File: src/rtl/counter_pkg.sv
// Shared mode constants for the counter family.
package counter_pkg;

   localparam int unsigned WRAP_MODE = 0;
   localparam int unsigned SAT_MODE  = 1;
   localparam int unsigned LEVEL_EN  = 0;
   localparam int unsigned EDGE_EN   = 1;

endpackage : counter_pkg

File: src/rtl/edge_detect.sv
// Two-flop synchroniser plus rising-edge detector; Pulse is high for one Clk cycle per In rise.
module edge_detect (
   input  logic Clk,
   input  logic Clr,
   input  logic In,
   output logic Pulse
);

   logic sync1;
   logic sync2;
   logic hist;
   logic live1;
   logic live2;
   logic armed;

   // armed only rises once a genuine low has come through the synchroniser,
   // so an input already high when Clr drops cannot fake a rising edge.
   always_ff @(posedge Clk or posedge Clr) begin
      if (Clr) begin
         sync1 <= 1'b0;
         sync2 <= 1'b0;
         hist  <= 1'b0;
         live1 <= 1'b0;
         live2 <= 1'b0;
         armed <= 1'b0;
      end else begin
         sync1 <= In;
         sync2 <= sync1;
         hist  <= sync2;
         live1 <= 1'b1;
         live2 <= live1;
         if (live2 && !sync2) begin
            armed <= 1'b1;
         end
      end
   end

   assign Pulse = sync2 & ~hist & armed;

endmodule : edge_detect

File: src/rtl/updown_counter.sv
// Loadable up/down counter over 0..MAX with wrap or saturate behaviour,
// a registered wrap pulse and a sticky overflow flag.
module updown_counter
   import counter_pkg::*;
#(
   parameter int unsigned     WIDTH    = 16,
   parameter longint unsigned MAX      = (64'd1 << WIDTH) - 64'd1,
   parameter int unsigned     SATURATE = WRAP_MODE,
   parameter int unsigned     EDGE     = LEVEL_EN
) (
   input  logic             Clk,
   input  logic             Clr,
   input  logic             En,
   input  logic             Up,
   input  logic             Load,
   input  logic [WIDTH-1:0] D,
   output logic [WIDTH-1:0] Q,
   output logic             Tc,
   output logic             Wrap,
   output logic             Ovf
);

   localparam logic [WIDTH-1:0] MAX_Q = WIDTH'(MAX);

   logic             step;
   logic [WIDTH-1:0] q_nxt;
   logic             wrap_nxt;
   logic             ovf_nxt;

   if (EDGE == EDGE_EN) begin : g_edge
      edge_detect u_edge (
         .Clk   (Clk),
         .Clr   (Clr),
         .In    (En),
         .Pulse (step)
      );
   end else begin : g_level
      assign step = En;
   end

   // Next count: load beats step; range ends either wrap or hold.
   always_comb begin
      q_nxt    = Q;
      wrap_nxt = 1'b0;
      ovf_nxt  = Ovf;
      if (Load) begin
         q_nxt = (D > MAX_Q) ? MAX_Q : D;
      end else if (step) begin
         if (Up) begin
            if (Q == MAX_Q) begin
               ovf_nxt = 1'b1;
               if (SATURATE != SAT_MODE) begin
                  q_nxt    = '0;
                  wrap_nxt = 1'b1;
               end
            end else begin
               q_nxt = Q + WIDTH'(1);
            end
         end else begin
            if (Q == '0) begin
               ovf_nxt = 1'b1;
               if (SATURATE != SAT_MODE) begin
                  q_nxt    = MAX_Q;
                  wrap_nxt = 1'b1;
               end
            end else begin
               q_nxt = Q - WIDTH'(1);
            end
         end
      end
   end

   always_ff @(posedge Clk or posedge Clr) begin
      if (Clr) begin
         Q    <= '0;
         Wrap <= 1'b0;
         Ovf  <= 1'b0;
      end else begin
         Q    <= q_nxt;
         Wrap <= wrap_nxt;
         Ovf  <= ovf_nxt;
      end
   end

   assign Tc = (Up && (Q == MAX_Q)) || (!Up && (Q == '0));

endmodule : updown_counter

File: config.mk
export PLATFORM = sky130hd
export DESIGN_NAME = updown_counter
export DESIGN_NICKNAME = d
export VERILOG_FILES = /design/src/rtl/counter_pkg.sv /design/src/rtl/edge_detect.sv /design/src/rtl/updown_counter.sv
export SDC_FILE = /design/constraint.sdc
export NUM_CORES = 1
export LEC_CHECK = 0
export BUFFER_PORTS_ARGS = -buffer_cell sky130_fd_sc_hd__buf_2
export CAP_MARGIN = 30
export CORE_ASPECT_RATIO = 1.5
export CORE_MARGIN = 2
export CORE_UTILIZATION = 40
export CTS_CLUSTER_SIZE = 14
export DETAILED_ROUTE_END_ITERATION = 12
export PLACE_DENSITY = 0.66
export SLEW_MARGIN = 10
export SYNTH_ARGS = -nofsm -noshare
export SYNTH_HDL_FRONTEND = slang
export SYNTH_SLANG_ARGS = --single-unit
File: constraint.sdc
create_clock -name Clk -period 3.62 [get_ports Clk]
set_input_delay 0.362 -clock Clk [delete_from_list [all_inputs] [get_ports Clk]]
set_output_delay 0.362 -clock Clk [all_outputs]
set_load 0.05 [all_outputs]
==> summary.md, run 1 <==
| Metric | Value |
|---|---|
| Status | `complete, no violations` |
| DR vias | `1933` |
| Netlist cell types | `55` |
| Reg2Reg Setup Slack | `1.31 ns` |
| RSZ-0062 raised after global routing | `false` |
| Vias per cell | `6.32` |
| Largest stage delay on the critical path | `0.58 ns` |
| Final ANT Viol Nets | `0` |
| WP data required | `3.26 ns` |
| Final setup fails | `0` |
| Crit Path Max Fanout | `9` |
| Placed cells | `302` |
| Grt ovf | `0` |
| Total nets after synthesis | `263` |
| Vias in the first global route | `1809` |
| Yosys reg bits | `18` |
| CTS tree | `built` |
| FF-to-FF Start | `Q[0]` |
| R2r endpoint | `Q[11]` |
| Synth area leaders | `dfrtp_1, nor2_1, nand2_1, a21oi_1, nor3_1` |
| R2R depth | `6` |
| Ports | `40` |
| Latest clock arrival within the worst-skew pair | `between 0.2 and 0.3 ns` |
| Worst-Margin Slew | `0.739 ns` |
| Commonest cells in the netlist | `nor2_1, nand2_1, dfrtp_1` |
| Crit end category | `output port` |
| Wire length per cell | `approximately 17 um` |
| Post-synth top flop | `dfrtp_1` |
| Die X | `58.2 um` |
| Peak VDD IR | `between 0.15 and 0.2 mV` |
| Yosys top cell area share | `0.255` |
| Post-Syn Area | `about 1800 um^2` |
| Critical path buffer and inverter count | `2` |
| HP Class | `input pin to async pin` |
| Slew Limit Fails | `0` |
| Die area | `4970 um^2` |
| I/O Buffers | `39` |
| DP HPWL | `3540 um` |
| Final-layout fill cell count | `about 430` |
| WL final | `5120 um` |
| Layout Skew | `0.00573 ns` |
| Initial antenna violation count | `0` |
| Synth Area in Adders | `0.0213` |
| Setup ws final | `0.842 ns` |
| YS warnings | `0` |
| Period utilization | `0.767` |
| Post-CTS Setup Repair Bufs | `0` |
| Relative slew slack | `0.507` |
| Mux cell area share after synthesis | `0.0227` |
| Crit path arrival time | `2.42 ns` |
| Synth area leader | `dfrtp_1` |
| Clock Root Buffer | `clkbuf_8` |
| Post-layout minimum cycle time | `roughly 2.8 ns` |
| Initial core utilization | `0.416` |
| Std-Cell Rows | `29` |
| Max Cap Viol | `0` |
| Layout Area Growth over Synthesis | `11.6%` |
| Largest family of logic cells by synthesized area | `simple AND/OR/NAND/NOR gates` |
| CTS HTree Levels | `1` |
| Most common cell in the netlist | `nor2_1` |
| CTS Buffer Depth | `2` |
| First-pass GRT wire length | `8720 um` |
| Simple-gate share of the synthesized area | `0.335` |
| DRC violations left | `0` |
| Pwr dens | `about 360 nW/um^2` |
| CTS buffer count | `3` |
| XOR/XNOR share of the synthesized area | `0.0149` |
| DRC marker count from the first detailed-route iteration | `102` |
| First-pass iteration count of the detailed router | `4` |
| Layout Nets | `285` |
| Mapped Cells | `239` |
| Placer congestion estimate | `0.862` |
| Sequential area share after synthesis | `0.255` |
| Cells along the critical path | `ha_1, nand3_1, or4_4, nor2_1, a21oi_1, inv_1, buf_2` |
| Post-CTS sizing | `0` |
| Setup CP Type | `flop to output port` |
| GRT Total Usage | `0.223` |
| Final std cells w/o fill | `just over 300` |
| Number of flops mapped to enable cells by yosys | `0` |
| CTS clk-pin slew, worst paths | `0.08 ns` |
| Slowest CP cell | `or4_4` |
| DP Worst Slack | `1.14 ns` |
| Core Region | `4250 um^2` |
| Compound-Gate Fraction of Synth Area | `0.259` |
| # hold bufs at CTS | `0` |
| Die Span Y | `85.4 um` |
| Synth async-reset ratio | `1.00` |
| N_diodes | `0` |
| Clock sink count | `18` |
| Top Family by Delay on Critical Path | `simple AND/OR/NAND/NOR gates` |
| Share of cells above drive strength 1 | `0.204` |
| Final Hold Vio Count | `0` |
| LEAKAGE | `0.818 nW` |
| Mapped Avg Cell Area | `7.39 um^2` |
| CP startpoint kind | `flop` |
| Largest net degree at the start of global routing | `38` |
| Setup TNS | `0 ns` |
| FMAX | `0.360 GHz` |
==> logic make-up after synthesis <==
group	count (synthesis)
XOR/XNOR	3
AND/OR/NAND/NOR	108
buffers and inverters	36
adder cells (fa/ha/maj)	3
flip-flops	18
AO/OA/AOI/OAI	67
multiplexers	4
==> metrics by stage <==
stage,area (um^2),hold slack [ns],total power [mW],util
global route,1970,0.285,0.748,0.464
detailed placement,1920,0.461,0.528,0.451
finish,1970,0.209,0.701,0.464
global placement,1920,0.459,0.527,0.451
floorplan,1770,0.301,0.471,-
CTS,1970,0.244,0.708,0.464
==> metal layers <==
layer,up-vias,share of wire,GRT usage
li1,927,-,-
met1,907,0.39,0.281
met2,79,0.51,0.381
met3,20,0.061,0.0183
met4,0,0.031,0.0994
met5,-,0,0
==> cell type report <==
cell class / count / area [um^2] / area share
tap: 46 / 57.6 / 0.0292
multi-input combinational: 185 / 1150 / 0.585
inverter: 12 / 45.0 / 0.0229
timing repair buffer: 41 / 210 / 0.107
clock buffer: 4 / 55.1 / 0.0279
sequential: 18 / 450 / 0.229
==> layout by cell type (no fill, tap or decap), drive strengths merged, types with 3 or more instances in the layout <==
cell type / instances
buf: 41
nor2: 25
nand2: 20
dfrtp: 18
o21ai: 16
a21oi: 14
nor3: 13
nand3: 13
inv: 12
nand4: 10
nor4: 9
a31oi: 6
nand2b: 4
o31ai: 4
mux2i: 4
clkbuf: 4
and3: 3
a211oi: 3
a21o: 3
a221o: 3
o31a: 3
ha: 3
==> power by group <==
group | switching, mW | internal, mW | total [mW]
combinational | 0.170 | 0.0794 | 0.249
clock | 0.0778 | 0.0970 | 0.175
sequential | 0.0569 | 0.220 | 0.277
total | 0.304 | 0.397 | 0.701
==> worst max-delay path by stage <==
stage / from / slack (ns) / depth (start not counted) / to
3_3_place_gp: Q[0] / 1.16 / 7 / Tc
5_1_grt: Q[0] / 0.70 / 7 / Tc
4_1_cts: Q[0] / 0.82 / 7 / Tc
3_5_place_dp: Q[0] / 1.14 / 7 / Tc
2_1_floorplan: Q[0] / 0.89 / 7 / Tc
6_report: Q[0] / 0.84 / 7 / Tc
==> registers in the layout, indices dropped and copies added, names as in the netlist <==
signal  cells
Ovf         1
Wrap        1
Q          16
==> worst reg2reg max path, cell delays in order, from the launching register on <==
cell      delay [ns]
dfrtp_1         0.50
ha_1            0.25
nand3_1         0.13
or4_4           0.58
o21ai_4         0.27
a211oi_1        0.09
o41a_1          0.38
Power figures use the tool's default switching activity.
==> inputs of run 2 (changes only) <==
--- a/config.mk
+++ b/config.mk
@@ -12,7 +12,7 @@
 export CORE_UTILIZATION = 40
 export CTS_CLUSTER_SIZE = 14
 export DETAILED_ROUTE_END_ITERATION = 12
-export PLACE_DENSITY = 0.66
+export PLACE_DENSITY = 0.68
 export SLEW_MARGIN = 10
 export SYNTH_ARGS = -nofsm -noshare
 export SYNTH_HDL_FRONTEND = slang
==> constraint.sdc (replaced) <==
create_clock -name Clk -period 2.3 [get_ports Clk]
set_input_delay 0.23 -clock Clk [delete_from_list [all_inputs] [get_ports Clk]]
set_output_delay 0.23 -clock Clk [all_outputs]
set_load 0.05 [all_outputs]
==> summary.md, run 2 (same netlist as run 1, synthesis figures left out) <==
| Metric | Value |
|---|---|
| Core Region | `4250 um^2` |
| Die X | `between 50 and 60 um` |
| Clock power share | `0.238` |
| CTS Buffer Depth | `2` |
| Die area | `4970 um^2` |
| Grt ovf | `0` |
| GRT Total Usage | `0.234` |
| CTS buffer count | `3` |
| Combinational Power Share | `0.416` |
| DP HPWL | `4000 um` |
| N_diodes | `0` |
| Final setup fails | `0` |
| Crit path arrival time | `around 2.3 ns` |
| Clock sink count | `18` |
| Net Sw Power | `0.500 mW` |
| Post-layout minimum cycle time | `2.19 ns` |
| HP Class | `input pin to async pin` |
| Layout Skew | `0.00492 ns` |
| Wire length per cell | `16.8 um` |
| Ports | `40` |
| Die Span Y | `85.4 um` |
| Peak VDD IR | `0.329 mV` |
| Biggest register | `Q` |
| CP startpoint kind | `flop` |
| Placed cells | `~320` |
| Switching Share | `0.428` |
| Largest net degree at the start of global routing | `32` |
| CTS HTree Levels | `1` |
| First-pass GRT wire length | `9140 um` |
| DRC marker count from the first detailed-route iteration | `approximately 140` |
| I/O Buffers | `39` |
| Max Cap Viol | `0` |
| RSZ-0062 raised after global routing | `false` |
| Latest clock arrival within the worst-skew pair | `roughly 0.26 ns` |
| Post-layout util | `0.516` |
| Std-Cell Rows | `29` |
| LEAKAGE | `0.929 nW` |
| Vias in the first global route | `1945` |
| Share of cells above drive strength 1 | `0.306` |
| Crit Path Max Fanout | `5` |
| Critical path buffer and inverter count | `1` |
| Final Hold Vio Count | `0` |
| Slew Limit Fails | `0` |
| Cells along the critical path | `ha_4, nand3_2, or4_4, buf_4, o21ai_4, a211oi_1, o41a_1` |
| Period utilization | `0.951` |
| Relative slew slack | `0.494` |
| Top Family by Delay on Critical Path | `compound AO/OA/AOI/OAI gates` |
| Initial antenna violation count | `0` |
| FMAX | `between 0.4 and 0.5 GHz` |
| DR vias | `2052` |
| Pwr dens | `533 nW/um^2` |
| Layout Nets | `309` |
| Largest stage delay on the critical path | `0.55 ns` |
| Total design power | `1.17 mW` |
| Placer congestion estimate | `0.929` |
| Final std cells w/o fill | `330` |
| # hold bufs at CTS | `0` |
| Most common cell after layout, fill and taps aside | `buf_2` |
| CTS clk-pin slew, worst paths | `0.08 ns` |
| Setup CP Type | `flop to flop` |
| Setup TNS | `0 ns` |
| Top flop regs | `Q: 16 flops, Ovf: 1 flops, Wrap: 1 flops` |
| Worst-Margin Slew | `0.758 ns` |
| Vias per cell | `6.22` |
| Layout Area Growth over Synthesis | `24.2%` |
| DRC violations left | `0` |
| Hold_ws | `0.0872 ns` |
| Slowest CP cell | `or4_4` |
| CTS tree | `built` |
| Initial core utilization | `0.416` |
| Clock Root Buffer | `clkbuf_8` |
| Final ANT Viol Nets | `0` |
| Status | `complete, no violations` |
| Crit end category | `flop` |
| First-pass iteration count of the detailed router | `4` |
| Most frequent cells in the layout | `buf_2, buf_4, nor2_1` |
| Max reg flops | `16` |
| Int Pwr | `0.668 mW` |
| WP data required | `2.44 ns` |
| WL final | `5530 um` |
| Reg2Reg Setup Slack | `0.11 ns` |
| Seq pwr share | `0.345` |
## run 2: cell types whose count changed in the layout (fill, tap and decap cells not counted), sizes merged
| cell | before | now |
|---|---|---|
| buf | 41 | 65 |
## run 2: repair_timing
item / 4_1_cts / 5_1_grt
resized for setup: 4 / 4
setup endpoints to repair: 1 / 2
pin swaps: 2 / 1
setup buffers: 2 / 1
## run 2: power by group through the flow
stage / combinational [mW] / clock (mW) / sequential [mW]
global placement: 0.475 / 0 / 0.404
global route: 0.527 / 0.291 / 0.410
detailed placement: 0.478 / 0 / 0.405
finish: 0.486 / 0.278 / 0.403
floorplan: 0.242 / 0 / 0.502
CTS: 0.480 / 0.280 / 0.399
## run 2: worst reg2reg max path: cells and delay by family, from the launching register on
family,cells,cell delay [ns]
flip-flops,1,0.41
buffers and inverters,1,0.18
adder cells (fa/ha/maj),1,0.17
AO/OA/AOI/OAI,3,0.66
AND/OR/NAND/NOR,2,0.65
## run 2: worst paths after layout
check                      from  endpoint  cells past startpoint
min                         Clr      Wrap                      2
min in group Clk           D[8]      Q[8]                      3
max                        Q[0]     Q[11]                      7
max in group asynchronous   Clr      Q[1]                      2
max reg2reg                Q[0]     Q[11]                      7
min reg2reg                 Ovf       Ovf                      1
## run 2: metal layers
| layer | GRT usage | vias to the layer above | part of all wire |
|---|---|---|---|
| li1 | - | 978 | - |
| met1 | 0.302 | 983 | 0.39 |
| met2 | 0.401 | 76 | 0.54 |
| met3 | 0.0198 | 15 | 0.050 |
| met4 | 0.0846 | 0 | 0.024 |
| met5 | 0 | - | 0 |
## run 2: through the flow
stage,area (um^2),setup WS (ns)
after floorplan,1770,0.00583
after global placement,2080,0.184
after detailed placement,2080,0.133
after CTS,2160,0.00793
after global routing,2190,0.0289
final,2190,0.113
## run 2: cell type report
class	count	area (um^2)
well taps	46	57.6
flip-flops and latches	18	457
clock buffers	4	55.1
inverters	12	45.0
multi-input cells	185	1180
repair buffers	65	397
fillers	424	2050
